--- src/rtl/hack_debug_ctrl.sv ---
// Run-control and trace unit for the Hack CPU: run/halt/step, PC breakpoints, {pc,instr} trace ring.
// Optional instruction counter output enabled by defining HACK_DBG_INSTR_CNT_EN.
module hack_debug_ctrl #(
    parameter int unsigned NUM_BP      = 4,
    parameter int unsigned PC_W        = 15,
    parameter int unsigned INSTR_W     = 16,
    parameter int unsigned TRACE_DEPTH = 16,
    parameter int unsigned START_RUN   = 1,
    localparam int unsigned TRACE_AW   = $clog2(TRACE_DEPTH),
    localparam int unsigned BP_SW      = (NUM_BP > 1) ? $clog2(NUM_BP) : 1
) (
    input  logic                       clk,
    input  logic                       reset_n,
    input  logic [PC_W-1:0]            pc,
    input  logic [INSTR_W-1:0]         instruction,
    input  logic                       cmd_run,
    input  logic                       cmd_halt,
    input  logic                       cmd_step,
    input  logic                       bp_wr,
    input  logic [BP_SW-1:0]           bp_sel,
    input  logic [PC_W-1:0]            bp_addr,
    input  logic                       bp_en,
    output logic                       cpu_ce,
    output logic                       halted,
    output logic [NUM_BP-1:0]          bp_hit,
    input  logic                       trace_rd,
    input  logic                       trace_clr,
    output logic [PC_W+INSTR_W-1:0]    trace_data,
    output logic                       trace_valid,
    output logic [TRACE_AW:0]          trace_count,
`ifdef HACK_DBG_INSTR_CNT_EN
    output logic [31:0]                instr_count,
`endif
    output logic                       trace_ovf
);

    typedef enum logic [1:0] {ST_RUN, ST_HALT, ST_STEP} state_t;

    state_t                    r_state;
    logic                      r_skip_bp;
    logic [NUM_BP-1:0]         r_bp_en;
    logic [PC_W-1:0]           r_bp_addr [NUM_BP];
    logic [NUM_BP-1:0]         r_bp_hit;
    logic [NUM_BP-1:0]         w_match;
    logic                      w_ce;

    logic [PC_W+INSTR_W-1:0]   r_mem [TRACE_DEPTH];
    logic [TRACE_AW-1:0]       r_wr_ptr;
    logic [TRACE_AW-1:0]       r_rd_ptr;
    logic [TRACE_AW:0]         r_count;
    logic                      r_ovf;
    logic                      w_pop;
    logic                      w_full;

    always_comb begin
        w_match = '0;
        for (int i = 0; i < int'(NUM_BP); i++) begin
            w_match[i] = r_bp_en[i] && (r_bp_addr[i] == pc);
        end
    end

    // Breakpoints stop the CPU before the matching instruction; skip_bp lets a resume pass it once.
    always_comb begin
        w_ce = 1'b0;
        case (r_state)
            ST_RUN:  w_ce = !cmd_halt && (r_skip_bp || !(|w_match));
            ST_STEP: w_ce = 1'b1;
            default: w_ce = 1'b0;
        endcase
    end

    always_ff @(posedge clk or negedge reset_n) begin
        if (!reset_n) begin
            r_bp_en <= '0;
            for (int i = 0; i < int'(NUM_BP); i++) r_bp_addr[i] <= '0;
        end else if (bp_wr) begin
            for (int i = 0; i < int'(NUM_BP); i++) begin
                if (bp_sel == BP_SW'(i)) begin
                    r_bp_en[i]   <= bp_en;
                    r_bp_addr[i] <= bp_addr;
                end
            end
        end
    end

    // Run-control state machine; command priority halt > step > run.
    always_ff @(posedge clk or negedge reset_n) begin
        if (!reset_n) begin
            r_state   <= (START_RUN != 0) ? ST_RUN : ST_HALT;
            r_skip_bp <= 1'b1;
            r_bp_hit  <= '0;
        end else begin
            if (w_ce) r_skip_bp <= 1'b0;
            case (r_state)
                ST_RUN: begin
                    if (cmd_halt) begin
                        r_state  <= ST_HALT;
                        r_bp_hit <= '0;
                    end else if (!r_skip_bp && (|w_match)) begin
                        r_state  <= ST_HALT;
                        r_bp_hit <= w_match;
                    end
                end
                ST_HALT: begin
                    if (!cmd_halt) begin
                        if (cmd_step) begin
                            r_state  <= ST_STEP;
                            r_bp_hit <= '0;
                        end else if (cmd_run) begin
                            r_state   <= ST_RUN;
                            r_skip_bp <= 1'b1;
                            r_bp_hit  <= '0;
                        end
                    end
                end
                default: r_state <= ST_HALT;
            endcase
        end
    end

    assign w_full = (r_count == (TRACE_AW+1)'(TRACE_DEPTH));
    assign w_pop  = trace_rd && (r_count != '0);

    always_ff @(posedge clk) begin
        if (w_ce && !trace_clr) r_mem[r_wr_ptr] <= {pc, instruction};
    end

    // Ring pointers; a push into a full ring drops the oldest entry and flags overflow.
    always_ff @(posedge clk or negedge reset_n) begin
        if (!reset_n) begin
            r_wr_ptr <= '0;
            r_rd_ptr <= '0;
            r_count  <= '0;
            r_ovf    <= 1'b0;
        end else if (trace_clr) begin
            r_wr_ptr <= '0;
            r_rd_ptr <= '0;
            r_count  <= '0;
            r_ovf    <= 1'b0;
        end else begin
            case ({w_ce, w_pop})
                2'b11: begin
                    r_wr_ptr <= r_wr_ptr + 1'b1;
                    r_rd_ptr <= r_rd_ptr + 1'b1;
                end
                2'b10: begin
                    r_wr_ptr <= r_wr_ptr + 1'b1;
                    if (w_full) begin
                        r_rd_ptr <= r_rd_ptr + 1'b1;
                        r_ovf    <= 1'b1;
                    end else begin
                        r_count  <= r_count + 1'b1;
                    end
                end
                2'b01: begin
                    r_rd_ptr <= r_rd_ptr + 1'b1;
                    r_count  <= r_count - 1'b1;
                end
                default: ;
            endcase
        end
    end

`ifdef HACK_DBG_INSTR_CNT_EN
    logic [31:0] r_instr_count;

    always_ff @(posedge clk or negedge reset_n) begin
        if (!reset_n)                        r_instr_count <= '0;
        else if (w_ce && (r_instr_count != '1)) r_instr_count <= r_instr_count + 1'b1;
    end

    assign instr_count = r_instr_count;
`endif

    assign cpu_ce      = w_ce;
    assign halted      = (r_state == ST_HALT);
    assign bp_hit      = r_bp_hit;
    assign trace_data  = r_mem[r_rd_ptr];
    assign trace_valid = (r_count != '0);
    assign trace_count = r_count;
    assign trace_ovf   = r_ovf;

endmodule

--- config.mk ---
export PLATFORM = sky130hd
export DESIGN_NAME = hack_debug_ctrl
export DESIGN_NICKNAME = d
export VERILOG_FILES = /design/src/rtl/hack_debug_ctrl.sv
export SDC_FILE = /design/constraint.sdc
export NUM_CORES = 1
export LEC_CHECK = 0
export ABC_AREA = 0
export BUFFER_PORTS_ARGS = -buffer_cell sky130_fd_sc_hd__buf_2
export CORE_MARGIN = 5
export CORE_UTILIZATION = 64
export CTS_BUF_LIST = sky130_fd_sc_hd__clkbuf_4
export DETAILED_ROUTE_END_ITERATION = 16
export MAX_ROUTING_LAYER = met4
export PLACE_DENSITY = 0.8
export SYNTH_ARGS = -nofsm -noshare
export SYNTH_HDL_FRONTEND = slang
export SYNTH_SLANG_ARGS = --single-unit
export TNS_END_PERCENT = 30
--- constraint.sdc ---
create_clock -name clk -period 3.65 [get_ports clk]
set_clock_uncertainty 0.2 [all_clocks]
set_input_delay 0.1825 -clock clk [delete_from_list [all_inputs] [get_ports clk]]
set_output_delay 0.1825 -clock clk [all_outputs]
set_load 0.02 [all_outputs]
**Yosys cells after proc, flatten, opt, wreduce, memory -nomap -nowiden**

Memories as Yosys holds them, arrays and structs flattened.
Index checks and enable logic that the tools add are counted.

- Word-level logic and storage cells: 103
- Memories: 1
- Output and inout bits: 44
- Register bits: 85
- RAM bits: 496
- Bits of input ports: 57

- Reductions and logical operators: 34
- Equal/unequal tests: 18
- Multiplexer cells: 31
- Add/sub/neg operators: 4

Memory list:

| name | depth | bits a word | read ports | clocked after memory_dff | write ports | line | RTL |
|---|---|---|---|---|---|---|---|
| r_mem | 16 | 31 | 1 | 0 | 1 | 47 | `logic [PC_W+INSTR_W-1:0] r_mem [TRACE_DEPTH];` |

Operators by type and width:

| kind | number |
|---|---|
| $eq A15 B15 Y1 | 4 |
| $mux W4 | 9 |
| $pmux W4 S2 | 2 |
| $reduce_and A2 Y1 | 7 |
| $ne A3 B3 Y1 const B | 4 |
| $eq A2 B2 Y1 const B | 5 |
| $mux W1 | 10 |
| $mux W2 | 5 |
| $mux W5 | 2 |
| $pmux W5 S2 | 1 |
| $add A4 B1 Y4 const B | 2 |
| $logic_and A1 B1 Y1 | 8 |
| $reduce_bool A2 Y1 | 4 |
| $eq A2 B1 Y1 const B | 3 |
| $reduce_bool A3 Y1 | 2 |
| $add A5 B1 Y5 const B | 1 |
| $eq A5 B5 Y1 const B | 1 |
| $reduce_bool A5 Y1 | 1 |
| $sub A5 B1 Y5 const B | 1 |
| $logic_not A1 Y1 | 4 |
| $logic_not A2 Y1 | 2 |
| $pmux W2 S2 | 1 |
| $reduce_and A4 Y1 | 1 |
| $reduce_or A2 Y1 | 2 |
| 5 further kinds | 5 |

**Depth between registers and ports, before layout**

Gate-level depths: netlist of run 1.

- Depth after elaboration: 12
- Mapped depth: 15
- Gate-level depth less buffers: 14

**Worst setup path after synthesis of run 1**

No wires, ideal clock.

- Kind: reg-to-reg
- Start: reg r_bp_addr[56] (netlist name)
- End: reg r_count[4], in the netlist trace_count[4]
- Stages on the path, launching flop included: 15
- Slack: 0.384 ns
- Period minus slack after synthesis: 3.266 ns
- Arrival time: 2.960 ns
- Path through: dfrtp_1 -> xnor2_1 -> nand4_1 -> nor4_2 -> o41ai_4 -> a211o_4 -> clkinv_4 -> ha_1 -> nor2b_1 -> o21ai_0 -> nor2b_1 -> nor4_1 -> a21oi_1 -> o41ai_1 -> nor4b_1

- Longest elaborated chain between the ends: 10
- Elaborated cells between the ends (all ways): 14
- Those cells by class: eq/ne: 4; mux: 3; reduce/logical: 7

RTL lines:

| item | line | RTL |
|---|---|---|
| start, declared | 42 | `logic [PC_W-1:0] r_bp_addr [NUM_BP];` |
| start signal, assigned by index | 80 | `r_bp_addr[i] <= bp_addr;` |
| $eq A15 B15 Y1 (*) | 58 | `w_match[i] = r_bp_en[i] && (r_bp_addr[i] == pc);` |
| $logic_and A1 B1 Y1 (*) | 58 |  |
| $reduce_or A4 Y1 (*) | 66 | `ST_RUN: w_ce = !cmd_halt && (r_skip_bp \|\| !(\|w_match));` |
| $logic_not A1 Y1 (*) | 66 |  |
| $logic_or A1 B1 Y1 (*) | 66 |  |
| $logic_and A1 B1 Y1 (*) | 66 |  |
| $pmux W1 S2 (*) | 65 | `case (r_state)` |
| $eq A2 B1 Y1 or $eq A2 B2 Y1 (tied branches) | 141 | `case ({w_ce, w_pop})` |
| $pmux W5 S2 (tied with other cells) | 141 |  |
| $mux W5 or $reduce_and A2 Y1 (tied branches) | n/a |  |
| end signal, assigned | 152 | `r_count <= r_count + 1'b1;` |
| end signal, assigned | 157 | `r_count <= r_count - 1'b1;` |
| end, declared | 50 | `logic [TRACE_AW:0] r_count;` |

Every way passes the cells marked *; elsewhere a longest branch is shown, timed or not.
A chain may end at the register's enable or synchronous reset.

**Worst setup path after layout of run 1**

- Start: reg r_bp_addr[6] (netlist name)
- End: reg r_bp_hit[3], in the netlist bp_hit[3]

- Longest elaborated chain between the ends: 6
- Elaborated cells between the ends (all ways): 9
- Those cells by class: eq/ne: 2; mux: 3; reduce/logical: 4

RTL lines:

| item | line | RTL |
|---|---|---|
| $eq A15 B15 Y1 (*) | 58 |  |
| $logic_and A1 B1 Y1 (*) | 58 |  |
| $reduce_or A4 Y1 | 99 | `end else if (!r_skip_bp && (\|w_match)) begin` |
| $logic_and A1 B1 Y1 | 99 |  |
| $ne A3 B3 Y1 (no line) | n/a |  |
| $reduce_and A4 Y1 (no line) | n/a |  |
| end signal, assigned | 101 | `r_bp_hit <= w_match;` |
| end, declared | 43 | `logic [NUM_BP-1:0] r_bp_hit;` |

Every way passes the cells marked *; elsewhere a longest branch is shown, timed or not. The select of a mux whose other input is x is not followed.

==> results of run 1 <==
[critical path: stages (launching register included)]
cell,delay [ns]
dfrtp_1,0.41
xnor2_1,0.25
nand4_1,0.13
dlygate4sd3_1,0.57
nor4_1,0.37
buf_4,0.20
dlygate4sd3_1,0.59
nand2_1,0.07
dlygate4sd3_1,0.56
mux2i_1,0.14
[state kept, by name, summed over array words and instances (netlist names)]
register / cells
trace_ovf: 1
r_mem: 496
trace_count: 5
r_bp_addr: 60
r_wr_ptr: 4
r_bp_en: 4
bp_hit: 4
r_rd_ptr: 4
r_state: 2
r_skip_bp: 1
[timing repair]
action | 4_1_cts | 5_1_grt
buffers inserted | 1 | 0
hold buffers | 90 | 0
resized for setup | 1 | 14
pin swaps | 0 | 0
setup endpoints to repair | 5 | 3
endpoints found under the hold margin | 666 | 0
[cell usage after synthesis, drive strengths merged, types with 10 or more instances]
library cell  instances
mux4                 62
mux2                 89
and3                 15
nor2                 16
clkbuf               40
nand4                32
nor2b                10
o21ai                58
nand2                56
inv                  14
nor4                 10
a22oi                31
dfrtp                84
xnor2                61
a221oi               31
edfxtp              496
a21oi                40
mux2i               106
buf                  36
[metal layers]
| layer | wire length [um] | share of wire |
|---|---|---|
| met5 | 0 | 0 |
| met4 | 1270 | 0.023 |
| met3 | 4820 | 0.087 |
| met2 | 28300 | 0.51 |
| met1 | 21100 | 0.38 |
[logic make-up (layout without fill, tap and decap cells)]
| logic type | count (synthesis) | after routing | synth area share |
|---|---|---|---|
| mux | 257 | 257 | 0.146 |
| compound gates | 175 | 175 | 0.0494 |
| other cells | 0 | 2 | 0 |
| flops | 581 | 581 | 0.718 |
| fa+ha+maj | 9 | 9 | 0.00507 |
| buf+inv | 91 | 516 | 0.0193 |
| simple gates | 161 | 161 | 0.0373 |
| xor+xnor | 64 | 64 | 0.0249 |
[power groups by stage]
stage / registers (mW) / clock network (mW) / logic [mW]
finish: 7.66 / 5.40 / 3.72
global route: 7.68 / 5.89 / 3.98
CTS: 7.65 / 5.49 / 3.69
detailed placement: 7.83 / 0 / 3.52
global placement: 7.82 / 0 / 3.44
floorplan: 7.69 / 0 / 2.59
[through the flow]
stage | util | power, mW | std cells
global placement | 0.691 | 11.3 | 1903
floorplan | - | 10.3 | 1338
CTS | 0.767 | 16.8 | 2231
finish | 0.770 | 16.8 | 2233
detailed placement | 0.691 | 11.3 | 1903
global route | 0.770 | 17.5 | 2233
[worst max path at each step]
stage | slack (ns) | cells past startpoint | start | end
final | 0.09 | 9 | r_bp_addr[6] | bp_hit[3]
after global routing | -0.05 | 13 | r_bp_addr[29] | trace_count[4]
after CTS | 0.007 | 13 | r_bp_addr[38] | trace_count[4]
after detailed placement | 0.06 | 14 | pc[8] | trace_count[4]
after global placement | 0.07 | 14 | pc[8] | trace_count[4]
after floorplan | 0.38 | 14 | r_bp_addr[56] | trace_count[4]
[final cells by class]
class,count,share of cell area
multi-input cells,666,0.226
repair buffers,264,0.0823
inverters,15,0.00218
clock inverters,37,0.0109
flip-flops and latches,581,0.604
clock buffers,200,0.0533
well taps,468,0.0208
diodes,2,0.000178
==> results.toml, run 1 <==
[outcome]
status = "complete, no violations"

[critical_path]
worstPathRequired_ns = 4.20
cp-start-kind = "flip-flop"
r2r_end = "bp_hit[3]"
crit_type = "flip-flop to flip-flop"
critPathCaptureType = "flip-flop"
r2r_start = "r_bp_addr[6]"
arrival_ns = 4.11
r2r_setup_slack_ns = 0.09
path_max_fanout = 2
reg2reg_depth = 9

[timing]
layout_min_cycle_time_ns = 3.56
slew_violations = 0
finalWorstSetupSlack_ns = 0.0906
post-route-period-util = 0.975
fmax_ghz = 0.281
grt_setup_unrepaired = "true"
relSlewSlack = 0.313
finalHoldViolCount = 0
tns_ns = 0
worstMarginPinSlew_ns = 1.03
whs_ns = 0.0743
setup_viol = 0

[route]
vias = 14000
drt-total-wl_um = 55500
ant_nets = 0
remaining_drc_errors = 0
drt_iter0_drc = 1367
first_pass_iters = 5
post_drt_wl_per_cell_um = 24.8
vias_per_cell = 6.28

[global_route]
grt_use_total = 0.283
grt_use_met2 = 0.460
grt_use_met3 = 0.0575
grt_antenna_before_repair = 2
use_met1 = 0.367
grt_start_max_net_pins = 68
grt_pass1_wl_um = 85100
grt.busiest_layer = "met2"
grt_pass1_vias = 14900
grt_overflow = 0

[pwr]
p_int_mw = 12.1
switching_share = 0.276
ir_drop_v = 0.000524
p_seq_frac = 0.457
power.share.clock = 0.322
p_per_area_nw_per_um2 = 595
power.switching_mw = 4.62
power.leakage_nw = 9.86
pwr-share-comb = 0.222

[synth]
synth_seq_area_share = 0.718
synth_ff_type = "edfxtp_1"
ys_ff_latch = 581
synth_area_um2 = 23700
synth_area_leaders = "edfxtp_1 (63%), dfrtp_1 (8.9%), mux4_2 (5.9%)"
postSynthNetCount = 1404
synthCells = 1338
synth_edf_count = 496
avgSynthCellArea_um2 = 17.7
yosys_warnings = 0
synthArstFlopShare = 0.146
synth.largest_area_cell = "edfxtp_1"
synth_top_area_frac = 0.628
synthDistinctLibCells = 56

[cts]
cts_sinks = 581
cts_inserted_buffers = 142
cts.clk_slew.worst_paths_ns = 0.07
root_buffer = "clkbuf_4"
h-tree-depth = 4
cts_tree = "built"
worstSkewPairLatency_ns = 0.84
clockBufferDepth = 3

[placement]
pre_cts_ws_ns = 0.0579
place_area_um2 = 25300
hpwl_um = 30800
io_buffers = 100
place.gp.congestion = 0.854

[worst_hold_path]
hp-class = "primary input to flip-flop"
holdPathEnd = "bp_hit[2]"
worstHoldStart = "cmd_halt"
holdPathStages = 5

[finish]
num-fill-cells = 2016
layout_common_cells = "edfxtp_1 (496), clkbuf_4 (200), mux2i_1 (106), buf_2 (99), dlygate4sd3_1 (89)"
nets = 1736
multi_input_area_um2 = 6370
stdcell_area_um2 = 28200
syn_to_final_growth_pct = 18.8
layout_commonest_cell = "edfxtp_1"
area.sequential_um2 = 17000
layout-drive-gt1-share = 0.335

[floorplan]
rows = 70
die_area_um2 = 41000
ios = 101
die_x_um = 202
coreArea_um2 = 36600
start_util = 0.648
die_h_um = 202

[job]
max_cap_violations = 0
Power figures use the tool's default switching activity.
==> inputs of run 2 (changes only) <==
==> constraint.sdc (replaced) <==
create_clock -name clk -period 3.65 [get_ports clk]
set_clock_uncertainty 0.2 [all_clocks]
set_input_delay 0.73 -clock clk [delete_from_list [all_inputs] [get_ports clk]]
set_output_delay 0.73 -clock clk [all_outputs]
set_load 0.02 [all_outputs]
==> results.toml, run 2 (synthesis gave the netlist of run 1 again) <==
[cts]
cts_tree = "built"
cts_sinks = 581
cts_inserted_buffers = 141
root_buffer = "clkbuf_4"
cts.clk_slew.worst_paths_ns = 0.08
worstSkewPairLatency_ns = 0.84
h-tree-depth = 4
clockBufferDepth = 3

[finish]
fin_cells = 2242
regMostFlops = "r_mem"
layout-drive-gt1-share = 0.408
num-fill-cells = 1903
stdcell_area_um2 = 28700
largest_reg_flops = 496
postLayoutCoreUtil = 0.783
layout_commonest_cell = "edfxtp_1"
layout_common_cells = "edfxtp_1 (496), clkbuf_4 (206), mux2i_1 (101), buf_4 (97), buf_2 (86)"
nets = 1735
syn_to_final_growth_pct = 20.9

[job]
max_cap_violations = 0

[critical_path]
r2r_setup_slack_ns = 0.07
reg2reg_depth = 14
cp-start-kind = "flip-flop"
critPathCaptureType = "output pin"
r2r_start = "r_bp_addr[59]"
path_max_fanout = 11
r2r_end = "trace_count[4]"
worstPathRequired_ns = 2.72
crit_type = "flip-flop to output pin"
critPathLaunch = "r_rd_ptr[0]"
endpoint = "trace_data[3]"
arrival_ns = 2.83

[floorplan]
die_area_um2 = 41000
ios = 101
die_x_um = 202
start_util = 0.648
die_h_um = 202
coreArea_um2 = 36600
rows = 70

[worst_hold_path]
hp-class = "primary input to flip-flop"

[placement]
io_buffers = 100
pre_cts_ws_ns = -0.438
hpwl_um = 33300
place_area_um2 = 25700
dpl.cell_count = 1947
place.gp.congestion = 0.829

[pwr]
fin_total_pwr_mw = 17.8
p_per_area_nw_per_um2 = 621
power.leakage_nw = 10.1
ir_drop_v = 0.000523

[route]
ant_nets = 0
vias = 14400
drt_iter0_drc = 1794
first_pass_iters = 5
drt-total-wl_um = 61200
vias_per_cell = 6.43
post_drt_wl_per_cell_um = 27.3
remaining_drc_errors = 0

[timing]
layout_min_cycle_time_ns = 3.76
tns_ns = -1.01
post-route-period-util = 1.03
finalWorstSetupSlack_ns = -0.110
worstMarginPinSlew_ns = 0.901
relSlewSlack = 0.398
slew_violations = 0
fmax_ghz = 0.266
grt_setup_unrepaired = "true"
whs_ns = 0.0254
finalHoldViolCount = 0
setup_viol = 18

[global_route]
grt_antenna_before_repair = 3
grt_pass1_vias = 15200
grt_start_max_net_pins = 62
grt_pass1_wl_um = 91400
grt_use_total = 0.307
grt_overflow = 0

[outcome]
violations = "negative setup slack"
status = "finished with violations"
[run 2: cell types whose count changed in the layout (fill, tap and decap cells not counted), moves of 13 or more]
cell	delta
dlygate4sd3_1	-69
buf_4	+50
o21ai_0	-34
o21ai_1	+28
a221oi_1	-21
a221oi_2	+21
buf_6	+16
buf_2	-13
[run 2: per-layer routing]
metal  track usage  up-vias  routed length (um)
met3        0.0706      144                6250
met5             -        -                   0
li1              -     6086                   -
met4        0.0975        0                1490
met1         0.393     7194               22000
met2         0.500      982               31400
[run 2: where the power goes]
part | internal [mW] | total [mW] | switching, mW
combinational | 2.37 | 4.65 | 2.28
sequential | 7.41 | 7.63 | 0.229
clock | 2.94 | 5.51 | 2.57
[run 2: how the worst min path moves through the flow]
| stage | start | slack, ns | cells past startpoint | endpoint |
|---|---|---|---|---|
| 3_3_place_gp | bp_hit[0] | 0.31 | 2 | bp_hit[0] |
| 2_1_floorplan | reset_n | 0.23 | 0 | bp_hit[0] |
| 3_5_place_dp | bp_hit[1] | 0.31 | 2 | bp_hit[1] |
| 6_report | instruction[11] | 0.03 | 1 | r_mem[8][11] |
| 5_1_grt | instruction[13] | 0.004 | 1 | r_mem[5][13] |
| 4_1_cts | cmd_halt | 0.005 | 3 | r_state[0] |
[run 2: critical path, stage by stage (launching register included)]
cell and delay [ns]:
dfrtp_4 0.58, buf_12 0.18, buf_16 0.15, mux2_4 0.32, o21ai_4 0.17, a21oi_2 0.08
a22oi_1 0.25, nand2_1 0.10, buf_2 0.17
[run 2: area by class of cell]
type	instances	area [um^2]	area share
flip-flops and latches	581	17000	0.594
well taps	468	586	0.0204
clock inverters	39	295	0.0103
diodes	3	7.51	0.000262
repair buffers	264	2510	0.0876
clock buffers	206	1550	0.0539
multi-input cells	666	6630	0.231
inverters	15	63.8	0.00223
[run 2: repair_timing]
| item | 4_1_cts | 5_1_grt |
|---|---|---|
| gates cloned | 9 | 1 |
| setup endpoints to repair | 32 | 33 |
| hold endpoints to repair | 124 | 0 |
| hold buffers | 20 | 0 |
| buffers inserted | 19 | 3 |
| pin swaps | 15 | 18 |
| resized for setup | 89 | 64 |
==> inputs of run 3 (changes only) <==
CTS_CLUSTER_SIZE = 14   (was default)
SETUP_SLACK_MARGIN = 0.5   (was default)
==> results.toml, run 3 (synthesis gave the netlist of run 1 again) <==
[cts]
cts.clk_slew.worst_paths_ns = 0.06
root_buffer = "clkbuf_4"
h-tree-depth = 4
cts_sinks = 581
clockBufferDepth = 3
worstSkewPairLatency_ns = 0.81
cts_inserted_buffers = 142
cts_tree = "built"

[pwr]
power.leakage_nw = 10.3
ir_drop_v = 0.000767
p_per_area_nw_per_um2 = 613
fin_total_pwr_mw = 17.8

[critical_path]
crit_path_frequent_cell = "buf_12"
worstPathRequired_ns = 2.72
critPathSlowestCell = "dfrtp_4"
crit_type = "flip-flop to output pin"
worstPathCellList = "buf_12, buf_12, bufbuf_16, mux2i_1, a221oi_2, o21ai_0, nand2_1, buf_6"
crit_family = "buffers and inverters"
cp-start-kind = "flip-flop"
critPathCaptureType = "output pin"
slowest_delay_ns = 0.50
arrival_ns = 2.81
path_buf_inv = 4
path_max_fanout = 15

[timing]
worstMarginPinSlew_ns = 0.957
grt_setup_unrepaired = "true"
setup_viol = 14
finalHoldViolCount = 0
layout_min_cycle_time_ns = 3.74
fmax_ghz = 0.267
post-route-period-util = 1.02
finalWorstSetupSlack_ns = -0.0886
relSlewSlack = 0.360
slew_violations = 0

[global_route]
grt_use_total = 0.307
grt_antenna_before_repair = 3
grt_overflow = 0
grt_pass1_wl_um = 90900
grt_pass1_vias = 15200
grt_start_max_net_pins = 48

[floorplan]
die_area_um2 = 41000
start_util = 0.648
rows = 70
die_x_um = 202
die_h_um = 202
coreArea_um2 = 36600
ios = 101

[placement]
place_area_um2 = 26000
place.gp.congestion = 0.806
io_buffers = 100
hpwl_um = 34200
dpl.cell_count = 1940
pre_cts_ws_ns = -0.308

[route]
vias = 14500
vias_per_cell = 6.44
drt-total-wl_um = 61400
remaining_drc_errors = 0
drt_iter0_drc = 1756
first_pass_iters = 8
post_drt_wl_per_cell_um = 27.3
ant_nets = 0

[finish]
layout-drive-gt1-share = 0.417
layout_commonest_cell = "edfxtp_1"
syn_to_final_growth_pct = 22.2
nets = 1735
layout_common_cells = "edfxtp_1 (496), clkbuf_4 (210), mux2i_1 (104), buf_4 (94), mux2_2 (87)"
postLayoutCoreUtil = 0.791
fin_cells = 2245
regMostFlops = "r_mem"
stdcell_area_um2 = 29000
largest_reg_flops = 496

[worst_hold_path]
hp-class = "primary input to flip-flop"

[outcome]
status = "finished with violations"
violations = "negative setup slack"

[job]
max_cap_violations = 0
## run 3: timing repair
item,4_1_cts,5_1_grt
setup endpoints to repair,34,35
hold buffers,19,0
hold endpoints to repair,105,0
pin swaps,21,17
setup buffers,17,6
gates cloned,8,3
resized for setup,66,47
## run 3: worst reg2reg max path: cells and delay by family, from the launching register on
| kind | cells | cell delay [ns] |
|---|---|---|
| and+or+nand+nor | 6 | 1.27 |
| buffers and inverters | 2 | 0.24 |
| xor gates and xnor gates | 1 | 0.20 |
| DFF | 1 | 0.43 |
| AOI/OAI and AO/OA | 5 | 0.92 |
| adders and majority gates | 1 | 0.19 |
## run 3: stage by stage
stage	setup TNS (ns)	hold slack, ns
finish	-0.414	0.0630
global route	-4.10	0.00881
CTS	-1.16	0.00296
detailed placement	-0.362	0.299
global placement	-0.172	0.280
floorplan	0	0.234
## run 3: power by group
group          internal, mW  total [mW]  switching [mW]
registers              7.41        7.65           0.240
logic                  2.44        4.76            2.32
clock network          2.78        5.35            2.57
total                  12.6        17.8            5.12
## run 3: cell type report
type / instances / area (um^2)
Fill cell: 1879 / 7640
Tap cell: 468 / 586
Antenna cell: 3 / 7.51
Sequential cell: 581 / 17000
Multi-Input combinational cell: 666 / 6810
Clock buffer: 210 / 1580
Clock inverter: 39 / 219
Inverter: 15 / 63.8
Timing Repair Buffer: 263 / 2670
## run 3: per-layer routing
metal,track usage,vias up,part of all wire
met3,0.0736,158,0.11
met1,0.390,7258,0.36
met4,0.114,0,0.033
met5,-,-,0
li1,-,6091,-
met2,0.494,954,0.50
## run 3: final timing paths
check / startpoint / end / slack (ns) / cells past startpoint
worst min-delay path: bp_addr[0] / r_bp_addr[30] / 0.06 / 2
min in group asynchronous: reset_n / r_bp_addr[36] / 0.27 / 2
max in group asynchronous: reset_n / r_bp_addr[23] / 2.26 / 3
worst max-delay path: r_rd_ptr[0] / trace_data[20] / -0.09 / 8
worst max register to register: r_bp_addr[16] / trace_count[4] / 0.12 / 15
worst min register to register: trace_ovf / trace_ovf / 0.32 / 2
